File: src/rtl/btn_cond_pkg.sv
// Shared constants for the button conditioner: default timing values and channel indices.
package btn_cond_pkg;

    localparam int unsigned BTN_DB_CYCLES_50M = 250000;  // 5 ms at 50 MHz
    localparam int unsigned BTN_DAS_TICKS     = 20;
    localparam int unsigned BTN_ARR_TICKS     = 5;

    localparam int unsigned BTN_ROT   = 0;
    localparam int unsigned BTN_LEFT  = 1;
    localparam int unsigned BTN_RIGHT = 2;
    localparam int unsigned BTN_N_CH  = 3;

endpackage

File: src/rtl/btn_channel.sv
// One button channel: polarity fix, 2-FF sync, debounce, press edge, optional hold-to-repeat
// (built only with BTN_AUTOREPEAT_EN), and the tick-aligned pending/act path.
module btn_channel
    import btn_cond_pkg::*;
#(
    parameter int unsigned DB_CYCLES = BTN_DB_CYCLES_50M,
    parameter bit          INVERT    = 1'b1,
    parameter bit          REPEAT    = 1'b0,
    parameter int unsigned DAS_TICKS = BTN_DAS_TICKS,
    parameter int unsigned ARR_TICKS = BTN_ARR_TICKS
) (
    input  logic i_clk,
    input  logic i_rst_n,
    input  logic i_btn_raw,
    input  logic i_tick,
    output logic o_level,
    output logic o_act,
    output logic o_collapsed
);

    localparam int unsigned DbW = $clog2(DB_CYCLES + 1);

    logic [1:0]     r_sync;
    logic [DbW-1:0] r_db_cnt;
    logic [DbW-1:0] w_db_cnt_d;
    logic           r_level;
    logic           w_level_d;
    logic           r_level_q;
    logic           r_pending;
    logic           r_act;
    logic           r_collapsed;

    logic w_sync;
    logic w_press;
    logic w_rpt;
    logic w_evt;
    logic w_busy;

    assign w_sync = r_sync[1];

    // Level only flips after the synchronized input has disagreed for DB_CYCLES cycles in a row.
    always_comb begin
        w_db_cnt_d = '0;
        w_level_d  = r_level;
        if (w_sync != r_level) begin
            if (r_db_cnt == DbW'(DB_CYCLES - 1)) begin
                w_level_d = ~r_level;
            end else begin
                w_db_cnt_d = r_db_cnt + DbW'(1);
            end
        end
    end

    assign w_press = r_level & ~r_level_q;

`ifdef BTN_AUTOREPEAT_EN
    if (REPEAT) begin : g_hold
        localparam int unsigned HoldW = $clog2(DAS_TICKS + 1);

        logic [HoldW-1:0] r_hold;
        logic [HoldW-1:0] w_hold_d;
        logic             w_hit;

        // The tick that serves the initial press does not count toward the hold time.
        always_comb begin
            w_hold_d = r_hold;
            w_hit    = 1'b0;
            if (!r_level) begin
                w_hold_d = '0;
            end else if (i_tick && !(r_pending || w_press)) begin
                if (r_hold == HoldW'(DAS_TICKS - 1)) begin
                    w_hit    = 1'b1;
                    w_hold_d = HoldW'(DAS_TICKS - ARR_TICKS);
                end else begin
                    w_hold_d = r_hold + HoldW'(1);
                end
            end
        end

        always_ff @(posedge i_clk or negedge i_rst_n) begin
            if (!i_rst_n) begin
                r_hold <= '0;
            end else begin
                r_hold <= w_hold_d;
            end
        end

        assign w_rpt = w_hit;
    end else begin : g_no_hold
        assign w_rpt = 1'b0;
    end
`else
    assign w_rpt = 1'b0;
`endif

    assign w_evt  = w_press | w_rpt;
    assign w_busy = r_pending | w_evt;

    always_ff @(posedge i_clk or negedge i_rst_n) begin
        if (!i_rst_n) begin
            r_sync      <= '0;
            r_db_cnt    <= '0;
            r_level     <= 1'b0;
            r_level_q   <= 1'b0;
            r_pending   <= 1'b0;
            r_act       <= 1'b0;
            r_collapsed <= 1'b0;
        end else begin
            r_sync      <= {r_sync[0], i_btn_raw ^ INVERT};
            r_db_cnt    <= w_db_cnt_d;
            r_level     <= w_level_d;
            r_level_q   <= r_level;
            r_pending   <= w_busy & ~i_tick;
            r_act       <= w_busy & i_tick;
            r_collapsed <= w_evt & r_pending & ~i_tick;
        end
    end

    assign o_level     = r_level;
    assign o_act       = r_act;
    assign o_collapsed = r_collapsed;

endmodule

File: src/rtl/btn_conditioner_n.sv
// N-channel button conditioner: one btn_channel per button, all sharing the frame tick.
// Hold-to-repeat is built only when BTN_AUTOREPEAT_EN is defined.
module btn_conditioner_n
    import btn_cond_pkg::*;
#(
    parameter int unsigned     N_CH        = BTN_N_CH,
    parameter int unsigned     DB_CYCLES   = BTN_DB_CYCLES_50M,
    parameter logic [N_CH-1:0] INVERT_MASK = {N_CH{1'b1}},
    parameter logic [N_CH-1:0] REPEAT_MASK = N_CH'(3'b110),
    parameter int unsigned     DAS_TICKS   = BTN_DAS_TICKS,
    parameter int unsigned     ARR_TICKS   = BTN_ARR_TICKS
) (
    input  logic            CLOCK_50,
    input  logic            resetn,
    input  logic [N_CH-1:0] btn_raw,
    input  logic            tick_input,
    output logic [N_CH-1:0] level,
    output logic [N_CH-1:0] act,
    output logic [N_CH-1:0] collapsed
);

    for (genvar i = 0; i < N_CH; i++) begin : g_ch
        btn_channel #(
            .DB_CYCLES (DB_CYCLES),
            .INVERT    (INVERT_MASK[i]),
            .REPEAT    (REPEAT_MASK[i]),
            .DAS_TICKS (DAS_TICKS),
            .ARR_TICKS (ARR_TICKS)
        ) u_channel (
            .i_clk       (CLOCK_50),
            .i_rst_n     (resetn),
            .i_btn_raw   (btn_raw[i]),
            .i_tick      (tick_input),
            .o_level     (level[i]),
            .o_act       (act[i]),
            .o_collapsed (collapsed[i])
        );
    end

endmodule

File: config.mk
export PLATFORM = sky130hd
export DESIGN_NAME = btn_conditioner_n
export DESIGN_NICKNAME = d
export VERILOG_FILES = /design/src/rtl/btn_cond_pkg.sv /design/src/rtl/btn_channel.sv /design/src/rtl/btn_conditioner_n.sv
export SDC_FILE = /design/constraint.sdc
export NUM_CORES = 1
export LEC_CHECK = 0
export ABC_AREA = 1
export BUFFER_PORTS_ARGS = -buffer_cell sky130_fd_sc_hd__buf_2
export CORE_UTILIZATION = 35
export DETAILED_ROUTE_END_ITERATION = 8
export SKIP_LAST_GASP = 1
export SYNTH_ARGS = -nofsm -noshare
export SYNTH_HDL_FRONTEND = slang
export SYNTH_HIERARCHICAL = 1
export SYNTH_SLANG_ARGS = --single-unit
File: constraint.sdc
create_clock -name CLOCK_50 -period 1.4 [get_ports CLOCK_50]
set_input_delay 0.07 -clock CLOCK_50 [delete_from_list [all_inputs] [get_ports CLOCK_50]]
set_output_delay 0.07 -clock CLOCK_50 [all_outputs]
set_load 0.01 [all_outputs]
# After elaboration in Yosys (flattened, before gate mapping)
# Index checks and enable logic that the tools add are counted.
[classes] reduce_logical=3 n_mux=6 n_eq_ne=6 add_sub_neg=3 bitwise_logic=28
[ops] op="18-bit two-way mux" count=6
[ops] op="18-bit by 1-bit adder with 18-bit output (second input constant)" count=3
[ops] op="18-bit equality test (second input constant)" count=3
[ops] op="1-bit AND" count=15
[ops] op="1-bit inverter" count=10
[ops] op="2-bit AND reduction" count=3
[ops] op="1-bit inequality test" count=3
[ops] op="1-bit OR" count=3
[word_totals] register_bits=75 word_cells=67 inputBits=6 out_inout_bits=9

# Depth between registers and ports, before layout
# Gate-level depths: netlist of the first run.
[logic_depth] word_depth=4 depth_mapped=9 mapped_depth_nobuf=9

# Hierarchy
# Netlist of the first run, hierarchy kept.
[by_module_without_submodules] module="btn_channel" area_per_inst_um2=1247.4 n_inst=3 cells_per_inst=150 seq_area_each_um2=625.6

# Worst setup path before layout of the first run
# No wires, ideal clock.
[synth_timing] path_kind="register to register" from="reg g_ch[0].u_channel.r_db_cnt[0]" to="reg g_ch[0].u_channel.r_db_cnt[12]" arrival_ps=1110 path_stages_with_launch=7 required_time_ps=1280 n_path_buf=0 setup_slack_ps=170 setup_ps=120 synth_period_minus_slack_ps=1230 path_cell_list="dfrtp_1 > ha_1 > nand3_2 > nor2_1 > nand2_1 > nand2_2 > nor2_1"
[synth_via] elab_chain_cells=3 word_cells_on_any_way=4 cone_classes="add/sub (1); eq/ne (1); mux (2)"
[synth_lines] element="start, declared" line="btn_channel.sv:24" text="logic [DbW-1:0] r_db_cnt;"
[synth_lines] element="start signal, assigned" line="btn_channel.sv:110" text="r_db_cnt <= w_db_cnt_d;"
[synth_lines] element="18-bit by 1-bit adder with 18-bit output / 18-bit equality test (equally long branches)" line="btn_channel.sv:49, btn_channel.sv:46"
[synth_lines] element="18-bit two-way mux *" line="btn_channel.sv:46" text="if (r_db_cnt == DbW'(DB_CYCLES - 1)) begin"
[synth_lines] element="18-bit two-way mux *" line="btn_channel.sv:45" text="if (w_sync != r_level) begin"
[synth_lines] element="via g_ch[0].u_channel.w_db_cnt_d[12]" line="btn_channel.sv:25" text="logic [DbW-1:0] w_db_cnt_d;"
# Mark *: on every way through the listed nets, which the timed path passes. The rest lies on a longest branch.
# A chain may end at the register's enable or synchronous reset.

# Worst setup path in the final report of the first run
[layout_timing] from="reg g_ch[0].u_channel.r_db_cnt[1]" to="reg g_ch[0].u_channel.r_db_cnt[14]"
# Same word-level chain as after synthesis.

==> results of run 1 <==
==> placed cells by master (no fill, tap or decap), types with 13 or more instances in the layout <==
cell | synthesis | routed
a21oi_1 | 21 | 19
buf_2 | 0 | 13
buf_4 | 0 | 14
dfrtp_1 | 75 | 72
inv_1 | 60 | 60
nand2_1 | 75 | 75
nand3_1 | 30 | 29
nor2_1 | 102 | 92
nor2_2 | 3 | 13
xor2_1 | 21 | 21
==> power by group through the flow <==
stage | clock network, mW | registers [mW] | logic, mW
final | 1.59 | 2.22 | 0.212
after global placement | 0 | 2.26 | 0.175
after floorplan | 0 | 2.26 | 0.0676
after global routing | 1.74 | 2.23 | 0.246
after detailed placement | 0 | 2.26 | 0.180
after CTS | 1.67 | 2.22 | 0.190
==> cells by family (layout without fill, tap and decap cells) <==
| family | after synthesis | count (layout) | synth area share, % |
|---|---|---|---|
| AND/OR/NAND/NOR | 252 | 252 | 31.29 |
| adder cells (fa/ha/maj) | 3 | 3 | 1.003 |
| XOR/XNOR | 27 | 27 | 6.921 |
| flip-flops | 75 | 75 | 50.15 |
| AO/OA/AOI/OAI | 30 | 30 | 4.313 |
| buffers and inverters | 63 | 112 | 6.319 |
==> state kept, by name, summed over array words and instances (netlist names) <==
name                        flops
g_ch.u_channel/o_act            3
g_ch.u_channel/o_collapsed      3
g_ch.u_channel/o_level          3
g_ch.u_channel/r_db_cnt        54
g_ch.u_channel/r_level_q        3
g_ch.u_channel/r_pending        3
g_ch.u_channel/r_sync           6
==> worst max path at each step <==
stage,from,end
2_1_floorplan,g_ch[0].u_channel/r_db_cnt[0],g_ch[0].u_channel/r_db_cnt[12]
3_3_place_gp,g_ch[1].u_channel/r_db_cnt[1],g_ch[1].u_channel/r_db_cnt[12]
3_5_place_dp,g_ch[1].u_channel/r_db_cnt[1],g_ch[1].u_channel/r_db_cnt[12]
4_1_cts,g_ch[2].u_channel/r_db_cnt[1],g_ch[2].u_channel/r_db_cnt[15]
5_1_grt,g_ch[2].u_channel/r_db_cnt[1],g_ch[2].u_channel/r_db_cnt[10]
6_report,g_ch[0].u_channel/r_db_cnt[1],g_ch[0].u_channel/r_db_cnt[14]
==> final cells by class <==
| type | instances | area [sq um] | share of cell area (%) |
|---|---|---|---|
| flip-flops and latches | 75 | 1881 | 42.23 |
| multi-input cells | 312 | 1719 | 38.61 |
| repair buffers | 34 | 260.3 | 5.844 |
| inverters | 63 | 241.5 | 5.423 |
| well taps | 136 | 170.2 | 3.821 |
| clock buffers | 9 | 123.9 | 2.782 |
| clock inverters | 6 | 57.56 | 1.292 |
==> repair_timing <==
action / in CTS / in global routing
buffers inserted: 0 / 5
resized for setup: 0 / 27
hold buffers: 5 / 0
endpoints found under the hold margin: 79 / 0
endpoints found under the setup margin: 0 / 36
==> stage by stage <==
| stage | instance area [sq um] | power [mW] | utilization [%] |
|---|---|---|---|
| final | 4453 | 4.025 | 43.13 |
| after global routing | 4453 | 4.216 | 43.13 |
| after CTS | 4317 | 4.083 | 41.81 |
| after detailed placement | 4085 | 2.441 | 39.57 |
| after global placement | 4085 | 2.435 | 39.57 |
| after floorplan | 3742 | 2.329 | - |
==> worst max-delay path, stage by stage, from the launching register on <==
cell     delay [ns]
dfrtp_1        0.36
ha_2           0.21
nand3_2        0.13
inv_2          0.13
nand2_4        0.09
nor2_4         0.11
nand3_1        0.08
nand2_1        0.08
nor2_1         0.04
==> metal layers <==
layer  up-vias  GRT usage (%)  wire length, um
met1      1351          19.02             3513
li1       1484              -                -
met3         7          3.216              200
met4         0          6.338               95
met5         -              0                0
met2        35          23.59             3380
==> results.md, run 1 <==
- Commonest cells in the netlist: nor2_1, dfrtp_1, nand2_1
- Worst Hold Class: in2async
- Die extent in x: 105.4 um
- N_diodes: 0
- Fillers: between 1,000 and 1,500
- Max-cap violations: 0
- Largest net degree at the start of global routing: 30
- Row count: 37
- GPL Wtd Cong: 0.8174
- Initial antenna violation count: 0
- First-pass GRT wire length: 12.98 mm
- Share of cells above drive strength 1: 19.84%
- Setup-failing EPs final: 0
- Post-synthesis cell type count: 22
- Fin worst setup slack: 0.05906 ns
- Root buffer cell: clkbuf_8
- Yosys top cell by area: dfrtp_1
- Routed WL per cell: 11.32 um
- Worst reg2reg setup slack: 0.06 ns
- Ys async rst share: 100.0%
- Yosys synthesis warning count: 6
- Post-Route WL: 7.191 mm
- Sw Pwr: around 0.94 mW
- P_int: around 3.1 mW
- Max Slew Vio Count: 0
- DR vias/cell: 4.531
- Via count: around 2,900
- Sw Share: 23.29%
- CP Data Required Time: ~1.6 ns
- Mapped Cells: 450
- Final nets: 504
- Cell leakage power: approximately 2.0 nW
- Remaining global-route overflow: 0
- Worst relative slew slack: 74.26%
- Crit. End Element: register
- Critical R2R Capture: g_ch[0].u_channel/r_db_cnt[14]
- Synth Net Count: 459
- Clk buf depth: 2
- Pre-CTS WS: 0.03527 ns
- Startpoint type of the worst setup path: register
- Comb pwr share: around 5.3%
- CTS Sinks: 75
- Mapped Area: 3742 sq um
- Post-DRT Antenna Nets: 0
- Gr usage total: 14.68%
- Top Ports: 15
- Die ar.: roughly 11,000 sq um
- DP Cell Count: 610
- Status: finished clean
- Post-DP HPWL: 5.197 mm
- Area Overhead vs Synth: 18.99%
- Critical path data arrival time: 1.57 ns
- Reg2reg path depth: 8
- Final hold slack: 0.1873 ns
- Register area share after synthesis: between 50% and 60%
- Tmin final: 1.341 ns
- Power density over the cells: 903.8 nW/um^2
- Clock tree from TritonCTS: built
- Setup CP Type: reg2reg
- Core Box Area: 10,320 sq um
- Synth Flop Type: dfrtp_1
- Synth Register Bits: 75
- Post-synth top area share: 50.15%
- IO buf count: 14
- Drt pass-1 iters: 5
- Critical R2R Launch: g_ch[0].u_channel/r_db_cnt[1]
- Count leader, synth: nor2_1
- Hold Fails Final Rpt: 0
- Worst-Skew Late Latency: approximately 0.34 ns
- Worst Tran Pin Value: ~0.39 ns
- Number of flops mapped to enable cells by yosys: 0
- H-tree levels: 3
- RSZ-0062 raised after global routing: true
- Initial Utilization: 36.25%
- Crit path max fanout: 4
- Initial DRC count: 102
- Vias in the first global route: approximately 2,900
- Clock-pin transition on the worst setup and hold timing paths: 0.08 ns
- DIE HEIGHT: 105.4 um
- Mean Syn Cell Area: 8.316 sq um
- Setup TNS: 0 ns
- Clk_skew: 0.01289 ns
- Clk pwr share: between 30% and 40%
- Num CTS Buffers: 9
- Layout Cells excl Fill: 635
- Seq pwr share: 55.3%
- Final critical-path share of the clock period: 95.78%
- Number of remaining DRC errors: 0
- Fmax: about 750 MHz
- Worst vdd ir: 0.0003409 V
- Synth top area cells: dfrtp_1, nor2_1, nand2_1
(Power assumes the default switching activity.)
==> run 2, diff against run 1 <==
- RECOVER_POWER: default -> 25
==> run 2 against run 1 <==
  * Setup slack is the same
  * Sequential share of layout area grew 0.17 points
  * Clock skew is essentially flat
  * Power shrank 0.15%
  * Hold slack gained 0.12 ns
  * Maximum frequency is the same
  * First-iteration DRC count grew 0.98%
  * Register-to-register slack is essentially flat
==> results.md, run 2 (same netlist as run 1, synthesis figures left out) <==
- CP Data Required Time: 1.63 ns (about the same)
- Commonest cells after routing, fill and taps aside: nor2_1, nand2_1, dfrtp_1
- Startpoint type of the worst setup path: register
- Status: finished clean
- Setup TNS: 0 ns (unchanged)
- Root buffer cell: clkbuf_8
- GPL Wtd Cong: 0.8174 (unchanged)
- Clk pwr share: 39.5% (about the same)
- Top Ports: 15 (unchanged)
- Crit path max fanout: 4 (unchanged)
- Largest regs: g_ch.u_channel/r_db_cnt: 54 flops, g_ch.u_channel/r_sync: 6 flops
- Worst relative slew slack: 52.21% (-22 points)
- N_diodes: 0 (unchanged)
- Max-cap violations: 0 (unchanged)
- Sw Share: 23.32% (+0.025 points)
- DR vias/cell: 4.532 (about the same)
- Routed WL per cell: 11.32 um (about the same)
- Crit. End Element: register
- Sw Pwr: 0.9371 mW (about the same)
- Initial Utilization: 36.25% (unchanged)
- CTS Sinks: 75 (unchanged)
- Worst Tran Pin Value: 0.7168 ns (+0.3307 ns)
- Commonest non-fill, non-tap cell in the layout: nor2_1
- Clk buf depth: 2 (unchanged)
- Worst-Skew Late Latency: 0.35 ns (about the same)
- Tmin final: 1.341 ns (unchanged)
- H-tree levels: 3 (unchanged)
- Die extent in x: 105.4 um (unchanged)
- Final nets: 504 (unchanged)
- Row count: 37 (unchanged)
- Comb pwr share: 5.1% (-0.2 points)
- RSZ-0062 raised after global routing: true
- Final critical-path share of the clock period: 95.78% (unchanged)
- Final hold slack: 0.3045 ns (+0.1172 ns)
- Fillers: 1,014 (+0.20%)
- Hold Fails Final Rpt: 0 (unchanged)
- Pre-CTS WS: 0.03527 ns (unchanged)
- Max Slew Vio Count: 0 (unchanged)
- Initial antenna violation count: 0 (unchanged)
- Clk_skew: 0.01289 ns (+0.000001100 ns)
- Fin worst setup slack: 0.05906 ns (unchanged)
- Sequence of cells on the critical path: ha_2 -> nand3_2 -> inv_2 -> nand2_4 -> nor2_4 -> nand3_1 -> nand2_1 -> nor2_1
- Post-Route WL: 7.189 mm (about the same)
- Number of remaining DRC errors: 0 (unchanged)
- Drt pass-1 iters: 5 (unchanged)
- Initial DRC count: 103 (+0.98%)
- Fmax: 745.7 MHz (unchanged)
- Power density over the cells: 906.0 nW/um^2 (+0.25%)
- First-pass GRT wire length: 12.98 mm (unchanged)
- Post-DP HPWL: 5.197 mm (unchanged)
- Setup CP Type: reg2reg
- Post-DRT Antenna Nets: 0 (unchanged)
- Worst vdd ir: 0.0003409 V (about the same)
- Num CTS Buffers: 9 (unchanged)
- Area Overhead vs Synth: 18.52%
- DIE HEIGHT: 105.4 um (unchanged)
- Worst Hold Class: in2async
- Die ar.: 11,110 sq um (unchanged)
- Clock tree from TritonCTS: built
- Remaining global-route overflow: 0 (unchanged)
- Setup-failing EPs final: 0 (unchanged)
- IO buf count: 14 (unchanged)
- Critical-path top delay cell: dfrtp_1
- Seq pwr share: 55.3% (about the same)
- Critical path data arrival time: 1.57 ns (about the same)
- Vias in the first global route: 2,888 (unchanged)
- Gr usage total: 14.68% (unchanged)
- Clock-pin transition on the worst setup and hold timing paths: 0.08 ns (about the same)
- Power after layout: 4.019 mW (-0.15%)
- Max reg flops: 54 (unchanged)
- Core Box Area: 10,320 sq um (unchanged)
- Share of cells above drive strength 1: 19.84% (unchanged)
- Via count: 2,878 (+0.035%)
- Largest stage delay on the critical path: 0.36 ns (about the same)
- P_int: 3.082 mW (-0.18%)
- Top reg by flops: g_ch.u_channel/r_db_cnt
- Cell leakage power: 2.001 nW (-0.30%)
- Largest net degree at the start of global routing: 30 (unchanged)
## run 2: cell types whose count changed in the layout (fill, tap and decap cells not counted)
cell      change
buf_12        -1
buf_2         +1
buf_4         -1
clkbuf_2      +1
## run 2: final cells by class
class	instances	area, sq um	share of cell area [%]
Sequential cell	75	1881	42.40
Multi-Input combinational cell	312	1719	38.76
Timing Repair Buffer	34	242.7	5.473
Inverter	63	241.5	5.444
Tap cell	136	170.2	3.836
Clock buffer	9	123.9	2.793
Clock inverter	6	57.56	1.298
## run 2: path summary, 6_finish.rpt
check,from,end,slack [ns],cells after the start
max reg2reg,g_ch[0].u_channel/r_db_cnt[1],g_ch[0].u_channel/r_db_cnt[14],0.06,8
max in group asynchronous,resetn,g_ch[1].u_channel/r_sync[1],0.18,3
min in group CLOCK_50,g_ch[2].u_channel/r_sync[0],g_ch[2].u_channel/r_sync[1],0.35,0
min,resetn,g_ch[2].u_channel/r_db_cnt[2],0.30,2
max,g_ch[0].u_channel/r_db_cnt[1],g_ch[0].u_channel/r_db_cnt[14],0.06,8
min reg2reg,g_ch[2].u_channel/r_sync[0],g_ch[2].u_channel/r_sync[1],0.35,0
## run 2: power by group through the flow
| stage | Clock, mW | Sequential [mW] | Combinational, mW |
|---|---|---|---|
| 3_3_place_gp | 0 | 2.26 | 0.175 |
| 6_report | 1.59 | 2.22 | 0.206 |
| 2_1_floorplan | 0 | 2.26 | 0.0676 |
| 5_1_grt | 1.74 | 2.23 | 0.239 |
| 4_1_cts | 1.67 | 2.22 | 0.190 |
| 3_5_place_dp | 0 | 2.26 | 0.180 |
## run 2: worst max-delay path: cells and delay by family (launching register included)
family / cells / cell delay, ns
fa+ha+maj: 1 / 0.21
buf+inv: 1 / 0.13
flops: 1 / 0.36
simple gates: 6 / 0.53
## run 2: timing repair
item                                    CTS  global route
buffers inserted                          0             5
endpoints found under the setup margin    0            36
resized for setup                         0            27
hold buffers                              5             0
endpoints found under the hold margin    79             0
## run 2: per-layer routing
metal	wire (um)	GRT usage, %	share of wire (%)	vias up
met5	0	0	0	-
met4	95	6.338	1.3	0
met3	200	3.216	2.8	7
met2	3383	23.59	47	35
met1	3508	19.02	49	1353
li1	-	-	-	1483
## run 2: metrics by stage
stage               cells  instance area [sq um]  utilization [%]
global route          635                   4436            42.96
CTS                   630                   4317            41.81
floorplan             450                   3742                -
detailed placement    610                   4085            39.57
finish                635                   4436            42.96
global placement      610                   4085            39.57
==> run 3, diff against run 2 <==
- clock period: 1.4 -> 1.72 ns (I/O delays scaled with it)
==> run 3 against run 2 <==
  * Power shrank 21%
  * Clock power shrank 21%
  * Maximum frequency shrank 5.4%
  * Sequential power shrank 18%
==> results.md, run 3 (same netlist as run 1, synthesis figures left out) <==
- Max Slew Vio Count: 0 (unchanged)
- Startpoint type of the worst setup path: register
- Area Overhead vs Synth: 13.57%
- Via count: 2,806 (-2.5%)
- Num CTS Buffers: 9 (unchanged)
- Fin util: 41.17% (-1.8 points)
- Worst-Skew Late Latency: 0.34 ns (about the same)
- DR vias/cell: 4.497 (-0.78%)
- Max reg flops: 54 (unchanged)
- Commonest cells after routing, fill and taps aside: nor2_1, nand2_1, dfrtp_1
- Setup-failing EPs final: 0 (unchanged)
- Clk buf depth: 2 (unchanged)
- Commonest non-fill, non-tap cell in the layout: nor2_1
- Max-cap violations: 0 (unchanged)
- Design area: 4250 sq um (-4.2%)
- Root buffer cell: clkbuf_8
- CTS Sinks: 75 (unchanged)
- IO buf count: 14 (unchanged)
- Post-CTS Hold Fix Bufs: 4 (-1)
- Drt pass-1 iters: 4 (-1)
- Clock-pin transition on the worst setup and hold timing paths: 0.09 ns (about the same)
- Critical path data arrival time: 1.65 ns (+0.08 ns)
- Row count: 37 (unchanged)
- Worst vdd ir: 0.0004567 V (+34%)
- CP Data Required Time: 1.95 ns (+0.32 ns)
- Remaining global-route overflow: 0 (unchanged)
- Share of cells above drive strength 1: 14.14% (-5.7 points)
- Largest net degree at the start of global routing: 42 (+40%)
- DIE HEIGHT: 105.4 um (unchanged)
- Crit. End Element: register
- Worst Hold Class: in2reg
- Initial antenna violation count: 0 (unchanged)
- Worst relative slew slack: 41.23% (-11 points)
- Tmin final: 1.417 ns (+0.07586 ns)
- Final nets: 492 (-2.4%)
- RSZ-0062 raised after global routing: false
- Die extent in x: 105.4 um (unchanged)
- Setup bufs post-CTS: 0 (unchanged)
- Post-DP HPWL: 5.000 mm (-3.8%)
- N_diodes: 0 (unchanged)
- Worst Tran Pin Value: 0.8815 ns (+0.1647 ns)
- Layout Cells excl Fill: 624 (-1.7%)
- Die ar.: 11,110 sq um (unchanged)
- Fin worst setup slack: 0.3032 ns (+0.2441 ns)
- Routed WL per cell: 10.82 um (-4.4%)
- Pre-CTS WS: 0.3247 ns (+0.2895 ns)
- Core Box Area: 10,320 sq um (unchanged)
- Placed cell area: 4028 sq um (-1.4%)
- First-pass GRT wire length: 12.05 mm (-7.1%)
- Top Ports: 15 (unchanged)
- Largest regs: g_ch.u_channel/r_db_cnt: 54 flops, g_ch.u_channel/r_sync: 6 flops
- Gr usage total: 13.71% (-0.97 points)
- DR top layer: met4
- Status: finished clean
- Crit path max fanout: 7 (+3)
- Cells resized by post-CTS repair: 0 (unchanged)
- Wire length on met1: 3.299 mm (-6.0%)
- Top reg by flops: g_ch.u_channel/r_db_cnt
- Hold Fails Final Rpt: 0 (unchanged)
- Number of remaining DRC errors: 0 (unchanged)
- Power density over the cells: 750.4 nW/um^2 (-17%)
- Power after layout: 3.189 mW (-21%)
- DP Cell Count: 604 (-0.98%)
- Fillers: 1,041 (+2.7%)
- Setup CP Type: reg2reg
- Final hold slack: 0.02607 ns (-0.2784 ns)
- Post-Route WL: 6.751 mm (-6.1%)
- Clock tree from TritonCTS: built
- Final critical-path share of the clock period: 82.37% (-13 points)
- H-tree levels: 3 (unchanged)
- Vias in the first global route: 2,772 (-4.0%)
- GPL Wtd Cong: 0.8716 (+6.6%)
- Fmax: 705.8 MHz (-5.4%)
- Register area: 1877 sq um (-0.20%)
- Area taken by multi-input logic gates: 1629 sq um (-5.2%)
- Setup TNS: 0 ns (unchanged)
- Initial DRC count: 129 (+25%)
- Initial Utilization: 36.25% (unchanged)
- Clk_skew: 0.01325 ns (+0.0003598 ns)
- Cell leakage power: 1.938 nW (-3.1%)
- Met2 WL: 3.158 mm (-6.7%)
- Post-DRT Antenna Nets: 0 (unchanged)
- Routed wl met3: 189 um (-5.5%)
[run 3: cell count changes in the layout (fill, tap and decap cells not counted), moves of 4 or more]
cell	delta
nor2_2	-10
clkinv_2	-4
buf_4	-10
nor2_1	+10
[run 3: power breakdown]
part | internal (mW) | switching (mW)
Combinational | 0.0436 | 0.0822
Clock | 0.572 | 0.682
Sequential | 1.79 | 0.0241
[run 3: routing by layer]
layer | GRT usage, % | vias up
met5 | 0 | -
met4 | 6.439 | 0
met3 | 3.401 | 6
met2 | 22.23 | 30
met1 | 17.14 | 1311
li1 | - | 1459
[run 3: path summary, 6_finish.rpt]
| check | from | end | slack [ns] | depth (start not counted) |
|---|---|---|---|---|
| min reg2reg | g_ch[1].u_channel/r_sync[0] | g_ch[1].u_channel/r_sync[1] | 0.35 | 0 |
| max | g_ch[2].u_channel/r_db_cnt[0] | g_ch[2].u_channel/r_db_cnt[12] | 0.30 | 6 |
| max in group asynchronous | resetn | g_ch[0].u_channel/r_db_cnt[1] | 0.61 | 3 |
| min | tick_input | g_ch[2].u_channel/r_pending | 0.03 | 2 |
| max reg2reg | g_ch[2].u_channel/r_db_cnt[0] | g_ch[2].u_channel/r_db_cnt[12] | 0.30 | 6 |
| min in group asynchronous | resetn | g_ch[2].u_channel/r_level_q | 0.39 | 2 |
[run 3: layout make-up]
cell class | count | share of cell area [%]
clock buffers | 10 | 3.238
multi-input cells | 312 | 38.33
well taps | 136 | 4.004
inverters | 63 | 5.564
clock inverters | 6 | 1.148
flip-flops and latches | 75 | 44.16
repair buffers | 22 | 3.562
[run 3: critical path, stage by stage (launching register included)]
cell and delay (ns):
dfrtp_1 0.42, ha_1 0.23, nand3_2 0.13, nor2_1 0.21, nand2_1 0.11, nand2_2 0.14
nor2_1 0.07
